## src/rtl/sc_start_row_shifter.sv

```systemverilog
// ---------------------------------------------------------------------------
// sc_start_row_shifter
//
// Captures the start pattern chosen by the selector mux on a load strobe.
// Then, once every TICK_PERIOD unpaused clock cycles, it shifts the pattern
// by one position with zero fill. The shift direction is fixed when the
// pattern is loaded. A run ends when the row becomes all-zero or when
// SHIFT_COUNT shifts have been made. The end of a run is signalled by a
// one-cycle done pulse.
//
// Ports
//   SC_STARTSHIFT_CLOCK_50      in   system clock, rising-edge active
//   SC_STARTSHIFT_RESET_InHigh  in   synchronous active-high reset
//   SC_STARTSHIFT_load_In       in   load / restart strobe
//   SC_STARTSHIFT_dir_In        in   0 = shift toward MSB, 1 = toward LSB
//   SC_STARTSHIFT_pause_In      in   freezes the run while high
//   SC_STARTSHIFT_data_InBUS    in   start pattern (DATAWIDTH)
//   SC_STARTSHIFT_data_OutBUS   out  current row register (DATAWIDTH)
//   SC_STARTSHIFT_busy_Out      out  high while a run is in progress
//   SC_STARTSHIFT_done_Out      out  one-cycle end-of-run pulse
// ---------------------------------------------------------------------------
module sc_start_row_shifter #(
  parameter int DATAWIDTH   = 8,
  parameter int TICK_PERIOD = 10,
  parameter int SHIFT_COUNT = 8
) (
  input  logic                 SC_STARTSHIFT_CLOCK_50,
  input  logic                 SC_STARTSHIFT_RESET_InHigh,
  input  logic                 SC_STARTSHIFT_load_In,
  input  logic                 SC_STARTSHIFT_dir_In,
  input  logic                 SC_STARTSHIFT_pause_In,
  input  logic [DATAWIDTH-1:0] SC_STARTSHIFT_data_InBUS,
  output logic [DATAWIDTH-1:0] SC_STARTSHIFT_data_OutBUS,
  output logic                 SC_STARTSHIFT_busy_Out,
  output logic                 SC_STARTSHIFT_done_Out
);

  localparam int TW = $clog2(TICK_PERIOD);
  localparam int SW = $clog2(SHIFT_COUNT + 1);

  localparam logic [TW-1:0] TICK_LAST = TW'(TICK_PERIOD - 1);
  localparam logic [SW-1:0] SHIFT_MAX = SW'(SHIFT_COUNT);

  typedef enum logic [1:0] {
    IDLE = 2'd0,
    RUN  = 2'd1,
    DONE = 2'd2
  } state_t;

  state_t               state, state_n;
  logic [DATAWIDTH-1:0] row, row_n, row_shifted;
  logic                 dir, dir_n;
  logic [TW-1:0]        tick, tick_n;
  logic [SW-1:0]        cnt, cnt_n;
  logic                 busy, done;

  // One shift step: logical shift by one with zero fill.
  function automatic logic [DATAWIDTH-1:0] shift_step(
    input logic [DATAWIDTH-1:0] r,
    input logic                 right
  );
    return right ? (r >> 1) : (r << 1);
  endfunction

  assign row_shifted = shift_step(row, dir);

  // Next-state and next-register logic.
  always_comb begin
    state_n = state;
    row_n   = row;
    dir_n   = dir;
    tick_n  = tick;
    cnt_n   = cnt;

    // A load is accepted in every state. Pause does not block it. In RUN
    // the load wins over a coincident shift step and discards the old run
    // without a done pulse.
    if (SC_STARTSHIFT_load_In) begin
      row_n   = SC_STARTSHIFT_data_InBUS;
      dir_n   = SC_STARTSHIFT_dir_In;
      tick_n  = '0;
      cnt_n   = '0;
      state_n = RUN;
    end else begin
      case (state)
        RUN: begin
          if (!SC_STARTSHIFT_pause_In) begin
            if (tick == TICK_LAST) begin
              tick_n = '0;
              row_n  = row_shifted;
              cnt_n  = cnt + SW'(1);
              // The end test uses the post-shift values, so the run finishes
              // on the same edge as the last shift.
              if ((cnt_n == SHIFT_MAX) || (row_shifted == '0)) begin
                state_n = DONE;
              end
            end else begin
              tick_n = tick + TW'(1);
            end
          end
        end
        DONE:    state_n = IDLE;
        default: state_n = state;
      endcase
    end
  end

  // State register. Busy and done are registered copies of the next state,
  // so the outputs change on the same edge as the state does.
  always_ff @(posedge SC_STARTSHIFT_CLOCK_50) begin
    if (SC_STARTSHIFT_RESET_InHigh) begin
      state <= IDLE;
      row   <= '0;
      dir   <= 1'b0;
      tick  <= '0;
      cnt   <= '0;
      busy  <= 1'b0;
      done  <= 1'b0;
    end else begin
      state <= state_n;
      row   <= row_n;
      dir   <= dir_n;
      tick  <= tick_n;
      cnt   <= cnt_n;
      busy  <= (state_n == RUN);
      done  <= (state_n == DONE);
    end
  end

  assign SC_STARTSHIFT_data_OutBUS = row;
  assign SC_STARTSHIFT_busy_Out    = busy;
  assign SC_STARTSHIFT_done_Out    = done;

endmodule
```

## config.mk

```make
export PLATFORM = sky130hd
export DESIGN_NAME = sc_start_row_shifter
export DESIGN_NICKNAME = d
export VERILOG_FILES = /design/src/rtl/sc_start_row_shifter.sv
export SDC_FILE = /design/constraint.sdc
export NUM_CORES = 1
export LEC_CHECK = 0
export BUFFER_PORTS_ARGS = -buffer_cell sky130_fd_sc_hd__buf_2
export CORE_AREA = 4 4 53 55
export CTS_CLUSTER_SIZE = 12
export DETAILED_ROUTE_END_ITERATION = 8
export DIE_AREA = 0 0 57 59
export PLACE_DENSITY = 0.78
export SYNTH_ARGS = -nofsm -noshare
export SYNTH_HDL_FRONTEND = slang
export SYNTH_SLANG_ARGS = --single-unit
export TNS_END_PERCENT = 100
```

## constraint.sdc

```tcl
create_clock -name SC_STARTSHIFT_CLOCK_50 -period 2.3 [get_ports SC_STARTSHIFT_CLOCK_50]
set_clock_uncertainty 0.05 [all_clocks]
set_input_delay 0.23 -clock SC_STARTSHIFT_CLOCK_50 [delete_from_list [all_inputs] [get_ports SC_STARTSHIFT_CLOCK_50]]
set_output_delay 0.23 -clock SC_STARTSHIFT_CLOCK_50 [all_outputs]
set_load 0.05 [all_outputs]
```

==> flow_summary_export.csv <==
group,metric,value,unit
hold_path,min_path_cells,2,
synth,ys_top_cells_by_area,"dfxtp_1, mux2i_1, a21oi_1",
detailed_routing,drt-initial-drc-count,32,
place,dpl_worst_slack,0.5208,ns
timing,slew_headroom,69.00,%
floorplanning,num_rows,18,
detailed_routing,vias,966,
grt,grtUsageTotal,14.44,%
floorplanning,die_h,59,um
setup_path,cp.arrival,2.00,ns
cells_and_area,final_cells,174,
clocking,post_cts_buffers,0,
grt,grt_pass1_vias,894,
synth,synth_nets,140,
cells_and_area,fin_nets,160,
detailed_routing,drtPass1Iterations,4,
synth,synth_flop_cell,"dfxtp_1",
grt,overflow,0,
clocking,cts_buffers,3,
run,drv_cap,0,
power_and_ir_drop,power_frac_comb,16.4,%
timing,fin_crit,1.807,ns
place,gp_congestion,0.7617,
synth,synth_cell_types,41,
timing,whs,0.06472,ns
timing,fmax,0.5533,GHz
setup_path,endpoint_kind,"flip-flop",
cells_and_area,syn2layout_area_growth,9.656,%
grt,antenna_found_initial,0,
clocking,clkSinkCount,21,
detailed_routing,routedWlPerCell,13.40,um
clocking,postCtsHoldBufs,0,
floorplanning,die_area,3363,um2
floorplanning,die_w,57,um
outcome,outcome,"finished, final reports clean",
clocking,clk_pin_slew_worst_paths,0.12,ns
setup_path,timing.rr.start,"state[1]$_SDFF_PP0_",
setup_path,critPathLaunchType,"flip-flop",
synth,synth_area_per_cell,9.019,um2
cells_and_area,drive_gt1_share,22.92,%
power_and_ir_drop,internal-power,0.4848,mW
synth,yosysTopAreaCell,"dfxtp_1",
synth,synth_edf_count,0,
timing,post-route-period-util,78.58,%
cells_and_area,num_antenna_cells,0,
place,hpwl,1707,um
power_and_ir_drop,leakage,0.4965,nW
power_and_ir_drop,ir_drop,0.3886,mV
place,place_inst,170,
synth,synthCells,125,
hold_path,hold_end,"SC_STARTSHIFT_data_OutBUS[4]$_SDFFE_PP0P_",
hold_path,hold_class,"primary input to flip-flop",
cells_and_area,ff_latch_area,420.4,um2
hold_path,hold_start,"SC_STARTSHIFT_data_InBUS[4]",
grt,grt_max_degree,15,
grt,grt_pass1_wl,3870,um
detailed_routing,vias_per_cell,5.552,
synth,postSynth.asyncResetShare,0,%
power_and_ir_drop,swShare,29.55,%
floorplanning,boundaryPins,23,
setup_path,rrSetupSlack,0.49,ns
clocking,cts_htree_levels,1,
timing,setup_ws,0.4927,ns
detailed_routing,drc,0,
power_and_ir_drop,p_seq_share,57.0,%
setup_path,r2r_end,"SC_STARTSHIFT_data_OutBUS[0]$_SDFFE_PP0P_",
synth,mappedNetlistArea,1127,um2
setup_path,crit_path_max_incr_delay,0.41,ns
floorplanning,start_util,47.22,%
setup_path,slowest_stage,"and4bb_1",
synth,synth.yosys.seq_area_share,37.29,%
cells_and_area,multi_input_area,619.3,um2
clocking,cts_tree,"built",
setup_path,r2r_cells,6,
synth,synth_top_area_share,37.29,%
floorplanning,coreArea,2387,um2
clocking,max-clock-path-buffers,2,
setup_path,required,2.49,ns
clocking,clock-root-buffer,"clkbuf_4",
place,port_buffers,22,
timing,rsz0062_at_grt,"false",
timing,setup_tns,0,ns
clocking,cts_resized,0,
timing,finalSetupViolations,0,
power_and_ir_drop,p_sw,0.2033,mW
detailed_routing,antenna_left,0,
setup_path,crit_path_max_fanout,10,
setup_path,crit_path_cell_trace,"inv_1 > ha_1 > and4bb_1 > and2_4 > a31oi_1 > a221oi_2",
power_and_ir_drop,clock_power_share,26.6,%
setup_path,crit_type,"flip-flop to flip-flop",
timing,hold_viol,0,
synth,yosys_warnings,0,
timing,tightest_slew,0.4644,ns
synth,ys_ff_latch,21,
cells_and_area,fillCellCount,251,
timing,drv_slew,0,
clocking,clock_latency,0.31,ns
detailed_routing,wl,2332,um
power_and_ir_drop,power_density,556.6,nW/um2
-- cell families after synthesis --
group                    share of synthesized area, %
XOR/XNOR                                        3.885
AO/OA/AOI/OAI                                   19.76
multiplexers                                    6.216
buffers and inverters                           7.768
flip-flops                                      37.29
adder cells (fa/ha/maj)                         2.219
AND/OR/NAND/NOR                                 22.86
-- state kept, by name, indices dropped and copies added (netlist names) --
signal / cells
SC_STARTSHIFT_data_OutBUS: 8
state: 2
cnt: 4
SC_STARTSHIFT_busy_Out: 1
SC_STARTSHIFT_done_Out: 1
dir: 1
tick: 4
-- final cells by class --
class                           instances  area share (%)
Inverter                                6           1.822
Timing Repair Buffer                   22           8.907
Tap cell                               30           3.036
Multi-Input combinational cell         91           50.10
Sequential cell                        21           34.01
Clock buffer                            4           2.125
-- cells in the final DEF, fill, tap and decap left out, types with 3 or more instances in the layout --
master / Yosys / layout
a21oi_1: 12 / 12
buf_2: 2 / 22
clkbuf_4: 0 / 3
dfxtp_1: 21 / 21
inv_1: 6 / 6
mux2i_1: 7 / 7
nand2_1: 12 / 12
nand3_1: 7 / 7
nor2_1: 9 / 9
o211ai_1: 5 / 5
o21ai_0: 3 / 3
xnor2_1: 3 / 3
-- cell usage after synthesis (all sizes together), types with 3 or more instances --
master and instances:
a21oi 12, buf 5, dfxtp 21, inv 6, mux2i 7, nand2 12
nand3 7, nor2 9, o211ai 5, o21ai 4, xnor2 3
-- worst max-delay path, delay by kind of cell (launching register included) --
family	cells	cell delay [ns]
AND/OR/NAND/NOR	2	0.69
buffers and inverters	1	0.08
flip-flops	1	0.34
adder cells (fa/ha/maj)	1	0.21
AO/OA/AOI/OAI	2	0.36
-- per-stage QoR --
step	utilization (%)	total power, mW	instance area (um2)
floorplan	-	0.4846	1127
global placement	50.68	0.5103	1210
detailed placement	50.68	0.5130	1210
CTS	51.78	0.6899	1236
global route	51.78	0.7127	1236
finish	51.78	0.6881	1236
-- worst max-delay path by stage --
| stage | startpoint | end | slack [ns] | cells after the start |
|---|---|---|---|---|
| after floorplan | SC_STARTSHIFT_data_OutBUS[3]$_SDFFE_PP0P_ | state[0]$_SDFF_PP0_ | 0.63 | 4 |
| after global placement | state[1]$_SDFF_PP0_ | SC_STARTSHIFT_data_OutBUS[0]$_SDFFE_PP0P_ | 0.61 | 6 |
| after detailed placement | state[1]$_SDFF_PP0_ | SC_STARTSHIFT_data_OutBUS[0]$_SDFFE_PP0P_ | 0.52 | 6 |
| after CTS | state[1]$_SDFF_PP0_ | SC_STARTSHIFT_data_OutBUS[0]$_SDFFE_PP0P_ | 0.50 | 6 |
| after global routing | state[1]$_SDFF_PP0_ | SC_STARTSHIFT_data_OutBUS[7]$_SDFFE_PP0P_ | 0.32 | 6 |
| final | state[1]$_SDFF_PP0_ | SC_STARTSHIFT_data_OutBUS[0]$_SDFFE_PP0P_ | 0.49 | 6 |
-- per-layer routing --
layer  up-vias  wire length [um]  track usage (%)
met5         -                 0                0
met4         0                47            6.291
met3         4               103            2.179
met2        28              1126            23.98
met1       455              1054            18.68
li1        479                 -                -
-- power by group through the flow --
| stage | clock network, mW | logic, mW | registers (mW) |
|---|---|---|---|
| 2_1_floorplan | 0 | 0.0564 | 0.428 |
| 3_3_place_gp | 0 | 0.111 | 0.399 |
| 3_5_place_dp | 0 | 0.113 | 0.400 |
| 4_1_cts | 0.185 | 0.113 | 0.392 |
| 5_1_grt | 0.196 | 0.122 | 0.394 |
| 6_report | 0.183 | 0.113 | 0.392 |
No activity file was read; power rests on OpenSTA's default activity.
